$ cat src/rtl/alu_op_sequencer.sv
// alu_op_sequencer: strobed, one-shot command stage in front of the 4-bit ALU.
// It synchronises the asynchronous load strobe and captures the operands and opcode.
// It then issues one ALU operation and registers the result, the status flags and an operation count.
// Optional feature macro: ALU_SEQ_CHAIN_EN.
// When ALU_SEQ_CHAIN_EN is defined, data_in[3:0]==4'hF with op_in[2] set reuses result_q[3:0] as operand a.
module alu_op_sequencer #(
  parameter int SYNC_STAGES = 2,
  parameter int CNT_W       = 8
) (
  input  logic             clk,
  input  logic             rst_n,
  input  logic             strobe_in,
  input  logic [7:0]       data_in,
  input  logic [2:0]       op_in,
  input  logic             clr_in,
  output logic [3:0]       alu_a,
  output logic [3:0]       alu_b,
  output logic [2:0]       alu_sel,
  input  logic [7:0]       alu_result,
  output logic             op_valid,
  output logic             res_valid,
  output logic [7:0]       result_q,
  output logic             busy,
  output logic             div_zero,
  output logic             overrun,
  output logic [CNT_W-1:0] op_count
);

  typedef enum logic [1:0] {
    IDLE  = 2'b00,
    ISSUE = 2'b01,
    DONE  = 2'b10
  } state_t;

  state_t               state_r;
  state_t               next_state_s;
  logic [SYNC_STAGES-1:0] sync_r;
  logic                 edge_r;
  logic                 rise_s;
  logic                 capture_s;
  logic                 latch_res_s;
  logic                 count_s;
  logic                 drop_s;
  logic [3:0]           a_r;
  logic [3:0]           b_r;
  logic [2:0]           sel_r;
  logic [3:0]           a_next_s;
  logic [7:0]           result_r;
  logic                 div_zero_r;
  logic                 op_valid_r;
  logic                 res_valid_r;
  logic                 busy_r;
  logic                 overrun_r;
  logic [CNT_W-1:0]     op_count_r;

  // One pulse per low-to-high transition of the synchronised strobe.
  assign rise_s = sync_r[SYNC_STAGES-1] & ~edge_r;

  // Strobe synchroniser chain plus the edge-detect flop.
  always_ff @(posedge clk or negedge rst_n) begin
    if (!rst_n) begin
      sync_r <= '0;
      edge_r <= 1'b0;
    end else begin
      sync_r <= {sync_r[SYNC_STAGES-2:0], strobe_in};
      edge_r <= sync_r[SYNC_STAGES-1];
    end
  end

  // State register.
  always_ff @(posedge clk or negedge rst_n) begin
    if (!rst_n) begin
      state_r <= IDLE;
    end else begin
      state_r <= next_state_s;
    end
  end

  // Next-state decode and per-state datapath enables.
  always_comb begin
    next_state_s = state_r;
    capture_s    = 1'b0;
    latch_res_s  = 1'b0;
    count_s      = 1'b0;
    drop_s       = 1'b0;
    case (state_r)
      IDLE: begin
        if (rise_s) begin
          capture_s    = 1'b1;
          next_state_s = ISSUE;
        end else begin
          next_state_s = IDLE;
        end
      end
      ISSUE: begin
        latch_res_s  = 1'b1;
        drop_s       = rise_s;
        next_state_s = DONE;
      end
      DONE: begin
        count_s      = 1'b1;
        drop_s       = rise_s;
        next_state_s = IDLE;
      end
      default: begin
        next_state_s = IDLE;
      end
    endcase
  end

  // Operand a source: pads normally, the previous result in chain mode.
  always_comb begin
    a_next_s = data_in[3:0];
`ifdef ALU_SEQ_CHAIN_EN
    if ((data_in[3:0] == 4'hF) && op_in[2]) begin
      a_next_s = result_r[3:0];
    end else begin
      a_next_s = data_in[3:0];
    end
`endif
  end

  // Operand registers: loaded only on an accepted strobe, held otherwise.
  always_ff @(posedge clk or negedge rst_n) begin
    if (!rst_n) begin
      a_r   <= 4'h0;
      b_r   <= 4'h0;
      sel_r <= 3'b000;
    end else if (capture_s) begin
      a_r   <= a_next_s;
      b_r   <= data_in[7:4];
      sel_r <= op_in;
    end else begin
      a_r   <= a_r;
      b_r   <= b_r;
      sel_r <= sel_r;
    end
  end

  // Result and divide-by-zero flag sampled at the closing edge of ISSUE.
  always_ff @(posedge clk or negedge rst_n) begin
    if (!rst_n) begin
      result_r   <= 8'h00;
      div_zero_r <= 1'b0;
    end else if (latch_res_s) begin
      result_r   <= alu_result;
      div_zero_r <= (sel_r == 3'b111) && (b_r == 4'h0);
    end else begin
      result_r   <= result_r;
      div_zero_r <= div_zero_r;
    end
  end

  // Registered status strobes derived from the state being entered.
  always_ff @(posedge clk or negedge rst_n) begin
    if (!rst_n) begin
      op_valid_r  <= 1'b0;
      res_valid_r <= 1'b0;
      busy_r      <= 1'b0;
    end else begin
      op_valid_r  <= (next_state_s == ISSUE);
      res_valid_r <= (next_state_s == DONE);
      busy_r      <= (next_state_s != IDLE);
    end
  end

  // Sticky overrun and wrapping op counter; a clear beats a set or an increment.
  always_ff @(posedge clk or negedge rst_n) begin
    if (!rst_n) begin
      overrun_r  <= 1'b0;
      op_count_r <= '0;
    end else if (clr_in) begin
      overrun_r  <= 1'b0;
      op_count_r <= '0;
    end else begin
      overrun_r  <= overrun_r | drop_s;
      if (count_s) begin
        op_count_r <= op_count_r + {{(CNT_W-1){1'b0}}, 1'b1};
      end else begin
        op_count_r <= op_count_r;
      end
    end
  end

  assign alu_a     = a_r;
  assign alu_b     = b_r;
  assign alu_sel   = sel_r;
  assign op_valid  = op_valid_r;
  assign res_valid = res_valid_r;
  assign result_q  = result_r;
  assign busy      = busy_r;
  assign div_zero  = div_zero_r;
  assign overrun   = overrun_r;
  assign op_count  = op_count_r;

endmodule

$ cat config.mk
export PLATFORM = sky130hd
export DESIGN_NAME = alu_op_sequencer
export DESIGN_NICKNAME = d
export VERILOG_FILES = /design/src/rtl/alu_op_sequencer.sv
export SDC_FILE = /design/constraint.sdc
export NUM_CORES = 1
export LEC_CHECK = 0
export CAP_MARGIN = 10
export CORE_ASPECT_RATIO = 1.25
export CORE_MARGIN = 4
export CORE_UTILIZATION = 46
export DETAILED_ROUTE_END_ITERATION = 8
export GPL_TIMING_DRIVEN = 1
export PLACE_DENSITY = 0.92
export SLEW_MARGIN = 40
export SYNTH_ARGS = -nofsm -noshare
export SYNTH_HDL_FRONTEND = slang
export SYNTH_SLANG_ARGS = --single-unit
$ cat constraint.sdc
create_clock -name clk -period 4.41 [get_ports clk]
set_input_delay 0.882 -clock clk [delete_from_list [all_inputs] [get_ports clk]]
set_output_delay 0.882 -clock clk [all_outputs]
set_load 0.01 [all_outputs]
==> impl_metrics.csv, run 1 <==
group,metric,value,unit
run_status,status,"finished, final reports clean",
pwr,power.switching,0.1935,mW
critical_path,critPathMaxStageDelay,0.60,ns
die,core,2973,sq um
die,die_h,70.53,um
critical_path,criticalPathCategory,"reg2out",
clock_tree,clockBufferDepth,2,
sta,rsz0062_at_grt,"false",
die,design.die.area,4093,sq um
logic_synthesis,post_synth_num_cell_types,23,
pwr,seq_power_share,52.0,%
layout,layout.nets,188,
detailed_routing,detail_route.wl_per_cell,15.03,um
layout,drive_above_1_share,14.91,%
logic_synthesis,syn-cell-area,1439,sq um
sta,finClkSkew,0.009780,ns
logic_synthesis,postSynthAreaPerCell,13.97,sq um
detailed_routing,vias,1022,
clock_tree,cts.sinks,36,
sta,setup_tns,0,ns
pwr,pwr-share-clk,23.2,%
critical_path,cp-end-kind,"primary output",
die,boundaryPins,55,
pwr,pwr_density_cell,374.4,nW/um^2
detailed_routing,antenna_left,0,
placed_design,dp_worst_setup_slack,1.967,ns
pwr,p_sw_share,25.19,%
global_route,grt_max_degree,37,
clock_tree,cts_hold_buf,0,
critical_path,critPathTopFamily,"buffers and inverters",
min_path,min_from,"sync_r[0]$_DFF_PN0_",
sta,fin_crit,2.266,ns
detailed_routing,dr.pass1.iters,4,
detailed_routing,routed_wl,2.960,mm
logic_synthesis,ys_seq_area_share,62.61,%
placed_design,hpwl,2.348,mm
logic_synthesis,synth_warnings,0,
clock_tree,cts_max_level,2,
critical_path,cp_cell_sequence,"clkdlybuf4s50_1",
sta,slew_violations,0,
sta,finalSetupViolCount,0,
layout,final_common_cell,"clkdlybuf4s50_1",
layout,utilization,69.02,%
die,start_util,48.40,%
logic_synthesis,ys_ff_latch,36,
clock_tree,cts.clk_slew.worst_paths,0.10,ns
pwr,p_leak,0.8622,nW
sta,hold_viol,0,
die,die_w,58.03,um
sta,worst_pin_slew,0.5477,ns
pwr,pwr-share-comb,24.8,%
clock_tree,clockRootBuffer,"clkbuf_4",
clock_tree,cts_inserted_buffers,5,
sta,max_freq,441.3,MHz
logic_synthesis,syn_nets,131,
min_path,worstHoldPathCells,0,
detailed_routing,drc,0,
job,maxCapViolCount,0,
critical_path,regToRegSetupSlack,2.76,ns
min_path,hold_path_class,"reg2reg",
critical_path,r2r-end,"op_count[7]$_DFFE_PN0P_",
placed_design,gp_congestion,0.7501,
detailed_routing,post_drt_via_cell_ratio,5.188,
clock_tree,clk_latency,0.33,ns
critical_path,crit_arrival,1.38,ns
global_route,grt_pass1_vias,1083,
clock_tree,cts_tree,"yes",
sta,timing.slew.headroom,63.40,%
min_path,holdPathEnd,"sync_r[1]$_DFF_PN0_",
critical_path,critical_path_buf_inv_count,1,
logic_synthesis,synth_cells,103,
clock_tree,cts_resized,0,
detailed_routing,drt-initial-drc-count,20,
layout,final_cell_mix,"clkdlybuf4s50_1 (53), dfrtp_1 (36), mux2_2 (16), nor2_1 (7)",
placed_design,port_buffers,54,
clock_tree,cts_setup_buffers,0,
layout,n_antenna_cell,0,
critical_path,cp.required,3.53,ns
global_route,antenna_found_initial,0,
die,core.rowCount,22,
global_route,grt.total_usage,16.33,%
pwr,ir_worst_vdd,0.2747,mV
critical_path,crit_path_max_fanout,5,
global_route,grt_overflow,0,
sta,finalCritPeriodShare,51.39,%
sta,finalWorstSetupSlack,2.144,ns
global_route,grt_first_pass_wirelength,4.905,mm
critical_path,r2r-start,"state_r[0]$_DFF_PN0_",
critical_path,cp-start-kind,"register",
layout,syn2layout_area_growth,42.61,%
critical_path,worstRegToRegCells,5,
critical_path,cp_slowest_cell,"clkdlybuf4s50_1",
pwr,p_int,0.5747,mW
-- power groups by stage --
stage	sequential [mW]	clock [mW]	combinational (mW)
2_1_floorplan	0.425	0	0.0511
3_3_place_gp	0.404	0	0.187
3_5_place_dp	0.407	0	0.194
4_1_cts	0.400	0.181	0.194
5_1_grt	0.406	0.204	0.204
6_report	0.399	0.178	0.190
-- area by class of cell --
type                       instances  area [sq um]
sequential                        36         900.9
fill                             233         920.9
timing repair buffer              54         538.0
inverter                           4         15.01
tap                               36         45.04
clock buffer                       8         58.81
multi-input combinational         59         494.2
-- worst max path at each step --
| stage | from | end | slack (ns) | depth (start not counted) |
|---|---|---|---|---|
| 2_1_floorplan | clr_in | op_count[5]$_DFFE_PN0P_ | 2.71 | 4 |
| 3_3_place_gp | clr_in | op_count[7]$_DFFE_PN0P_ | 2.07 | 4 |
| 3_5_place_dp | clr_in | op_count[7]$_DFFE_PN0P_ | 1.97 | 4 |
| 4_1_cts | op_count[2]$_DFFE_PN0P_ | op_count[2] | 2.13 | 1 |
| 5_1_grt | op_count[2]$_DFFE_PN0P_ | op_count[2] | 2.07 | 1 |
| 6_report | op_count[2]$_DFFE_PN0P_ | op_count[2] | 2.14 | 1 |
-- sequential cells by signal, indices dropped and copies added, names as in the netlist --
name	cells
op_count	8
result_q	8
alu_a	4
alu_b	4
alu_sel	3
sync_r	2
busy	1
div_zero	1
edge_r	1
op_valid	1
overrun	1
res_valid	1
state_r	1
-- cell usage after synthesis --
library cell,number,area [sq um]
a21oi_1,4,20.02
buf_2,2,10.01
buf_4,1,7.510
buf_6,1,11.26
dfrtp_1,36,900.9
ha_1,5,62.56
inv_1,4,15.01
mux2_1,3,33.78
mux2_2,16,180.2
mux2i_1,1,10.01
nand2_1,3,11.26
nand2b_1,1,6.260
nand3_1,2,10.01
nand4_1,3,18.77
nor2_1,7,26.28
nor2b_1,1,6.260
o2111ai_4,1,26.28
o21ai_0,3,15.01
o22ai_1,1,6.260
or3_1,3,18.77
or4_1,1,7.510
xnor2_1,1,8.760
xor2_1,3,26.28
-- logic make-up (layout without fill, tap and decap cells) --
logic type                 count (synthesis)  in the layout  synth area share (%)
DFF                                       36             36                 62.61
and+or+nand+nor                           21             21                 7.306
adders and majority gates                  5              5                 4.348
buffers and inverters                      8             66                 3.043
AOI/OAI and AO/OA                          9              9                 4.696
xor gates and xnor gates                   4              4                 2.435
muxes                                     20             20                 15.56
-- metrics by stage --
stage / hold WS, ns / power, mW / cell area [sq um] / std cells
finish: 0.3604 / 0.7682 / 2052 / 197
global route: 0.3681 / 0.8140 / 2052 / 197
CTS: 0.3667 / 0.7759 / 2049 / 197
detailed placement: 0.3490 / 0.6014 / 1991 / 189
global placement: 0.3385 / 0.5913 / 1991 / 189
floorplan: 0.3312 / 0.4762 / 1439 / 103
-- metal layers --
metal | up-vias | routed length (um) | GRT usage [%] | part of all wire [%]
met4 | 0 | 74 | 9.278 | 2.5
met2 | 52 | 1552 | 28.14 | 52
met1 | 497 | 1028 | 15.30 | 35
li1 | 467 | - | - | -
met5 | - | 0 | 0 | 0
met3 | 6 | 306 | 8.029 | 10
Note: power is estimated with default switching activity, not from simulation.
==> run 2: changes to the inputs <==
--- a/config.mk
+++ b/config.mk
@@ -8,10 +8,10 @@
 export CAP_MARGIN = 10
 export CORE_ASPECT_RATIO = 1.25
 export CORE_MARGIN = 4
-export CORE_UTILIZATION = 46
+export CORE_UTILIZATION = 43
 export DETAILED_ROUTE_END_ITERATION = 8
 export GPL_TIMING_DRIVEN = 1
-export PLACE_DENSITY = 0.92
+export PLACE_DENSITY = 0.88
 export SLEW_MARGIN = 40
 export SYNTH_ARGS = -nofsm -noshare
 export SYNTH_HDL_FRONTEND = slang
==> constraint.sdc (replaced) <==
create_clock -name clk -period 2.3 [get_ports clk]
set_input_delay 0.46 -clock clk [delete_from_list [all_inputs] [get_ports clk]]
set_output_delay 0.46 -clock clk [all_outputs]
set_load 0.01 [all_outputs]
==> run 2 against run 1 <==
Sequential power increased by 92%; critical endpoint unchanged; clock skew decreased by 0.0056 ns; largest cell class unchanged; global-route usage increased by 0.62 points; hold slack got worse by 0.24 ns; sequential share of layout area decreased by 0.84 points; largest power group unchanged; clock power increased to 2.5 times the previous value; register-to-register slack got worse by 2.1 ns.
==> impl_metrics.csv, run 2 (synthesized netlist as in run 1, its figures left out) <==
group,metric,value,unit
die,core.rowCount,23,
critical_path,criticalPathCategory,"reg2out",
pwr,ir_worst_vdd,0.5570,mV
die,die_h,72.68,um
die,core,3223,sq um
critical_path,critPathMaxStageDelay,0.58,ns
clock_tree,cts.clk_slew.worst_paths,0.06,ns
placed_design,port_buffers,54,
sta,setup_tns,0,ns
clock_tree,cts_resized,0,
layout,final_area,2092,sq um
clock_tree,clockRootBuffer,"clkbuf_8",
pwr,pwr_density_cell,757.0,nW/um^2
sta,finalWorstSetupSlack,0.5162,ns
detailed_routing,dr.pass1.iters,4,
global_route,antenna_found_initial,0,
min_path,hold_path_class,"in2async",
clock_tree,clk_latency,0.28,ns
placed_design,dp_worst_setup_slack,0.5109,ns
placed_design,place_area,1999,sq um
sta,finClkSkew,0.004176,ns
critical_path,r2r-start,"state_r[0]$_DFF_PN0_",
die,start_util,44.64,%
clock_tree,cts_inserted_buffers,5,
global_route,grt_overflow,0,
critical_path,cp_slowest_cell,"clkdlybuf4s50_1",
detailed_routing,drt-initial-drc-count,30,
pwr,p_total,1.584,mW
critical_path,cp_cell_sequence,"clkdlybuf4s50_1",
global_route,grt.total_usage,16.95,%
job,maxCapViolCount,0,
global_route,grt_max_degree,37,
detailed_routing,routed_wl,3.140,mm
layout,fillers,266,
critical_path,crit_arrival,1.32,ns
layout,register_area,900.9,sq um
clock_tree,cts_tree,"yes",
layout,final_common_cell,"clkdlybuf4s50_1",
clock_tree,cts_max_level,2,
layout,final_cell_mix,"clkdlybuf4s50_1 (53), dfrtp_1 (36), mux2_2 (16), nor2_1 (7), clkbuf_8 (6)",
critical_path,crit_path_max_fanout,5,
critical_path,startpoint,"op_count[2]$_DFFE_PN0P_",
sta,worst_pin_slew,0.5314,ns
layout,layout.nets,189,
die,die_w,59.74,um
detailed_routing,detail_route.wl_per_cell,15.78,um
run_status,status,"finished, final reports clean",
sta,hold_viol,0,
critical_path,cp-end-kind,"primary output",
critical_path,cp.required,1.84,ns
sta,finalCritPeriodShare,77.56,%
sta,timing.slew.headroom,64.49,%
detailed_routing,vias,1019,
sta,fin_crit,1.784,ns
layout,syn2layout_area_growth,45.39,%
global_route,grt_pass1_vias,1127,
sta,holdWs,0.1190,ns
pwr,p_leak,0.8800,nW
critical_path,cp-start-kind,"register",
layout,n_antenna_cell,0,
detailed_routing,drc,0,
clock_tree,clockBufferDepth,2,
layout,finalNonFillerCells,199,
placed_design,gp_congestion,0.6460,
placed_design,numPlacedInstances,191,
clock_tree,cts_hold_buf,0,
sta,rsz0062_at_grt,"false",
critical_path,critical_path_buf_inv_count,1,
critical_path,critPathTopFamily,"buffers and inverters",
sta,finalSetupViolCount,0,
detailed_routing,post_drt_via_cell_ratio,5.121,
layout,multi_input_area,494.2,sq um
clock_tree,cts_setup_buffers,0,
layout,utilization,64.91,%
global_route,grt_first_pass_wirelength,5.354,mm
die,design.die.area,4342,sq um
clock_tree,cts.sinks,36,
sta,max_freq,560.6,MHz
die,boundaryPins,55,
sta,slew_violations,0,
detailed_routing,antenna_left,0,
layout,drive_above_1_share,15.43,%
==> run 2: cell count changes in the layout (fill, tap and decap cells not counted), sizes merged <==
cell | previous run | this run
buf | 1 | 2
==> run 2: path summary, 6_finish.rpt <==
check                                     endpoint  slack (ns)  cells after the start
max in group asynchronous     div_zero$_DFFE_PN0N_        1.86                      1
hold reg to reg                sync_r[1]$_DFF_PN0_        0.36                      0
hold / removal                 sync_r[0]$_DFF_PN0_        0.12                      1
setup reg to reg           op_count[7]$_DFFE_PN0P_        0.69                      5
setup / recovery                       op_count[2]        0.52                      1
min in group clk               sync_r[1]$_DFF_PN0_        0.36                      0
==> run 2: cell type report <==
class	instances	area share, %
Timing Repair Buffer	55	26.08
Sequential cell	36	43.06
Clock buffer	8	4.306
Inverter	4	0.7177
Multi-Input combinational cell	59	23.62
Tap cell	37	2.213
==> run 2: power by group <==
part           internal (mW)  total, mW  switching, mW  leakage [nW]
registers              0.719      0.768         0.0493         0.449
clock network          0.244      0.447          0.203        0.0455
logic                  0.235      0.368          0.133         0.386
total                   1.20       1.58          0.386         0.880
==> run 2: layer usage <==
metal / global-route usage [%] / share of wire [%]
met2: 29.45 / 55
met3: 7.788 / 10
met4: 5.172 / 1.4
met5: 0 / 0
met1: 17.96 / 33
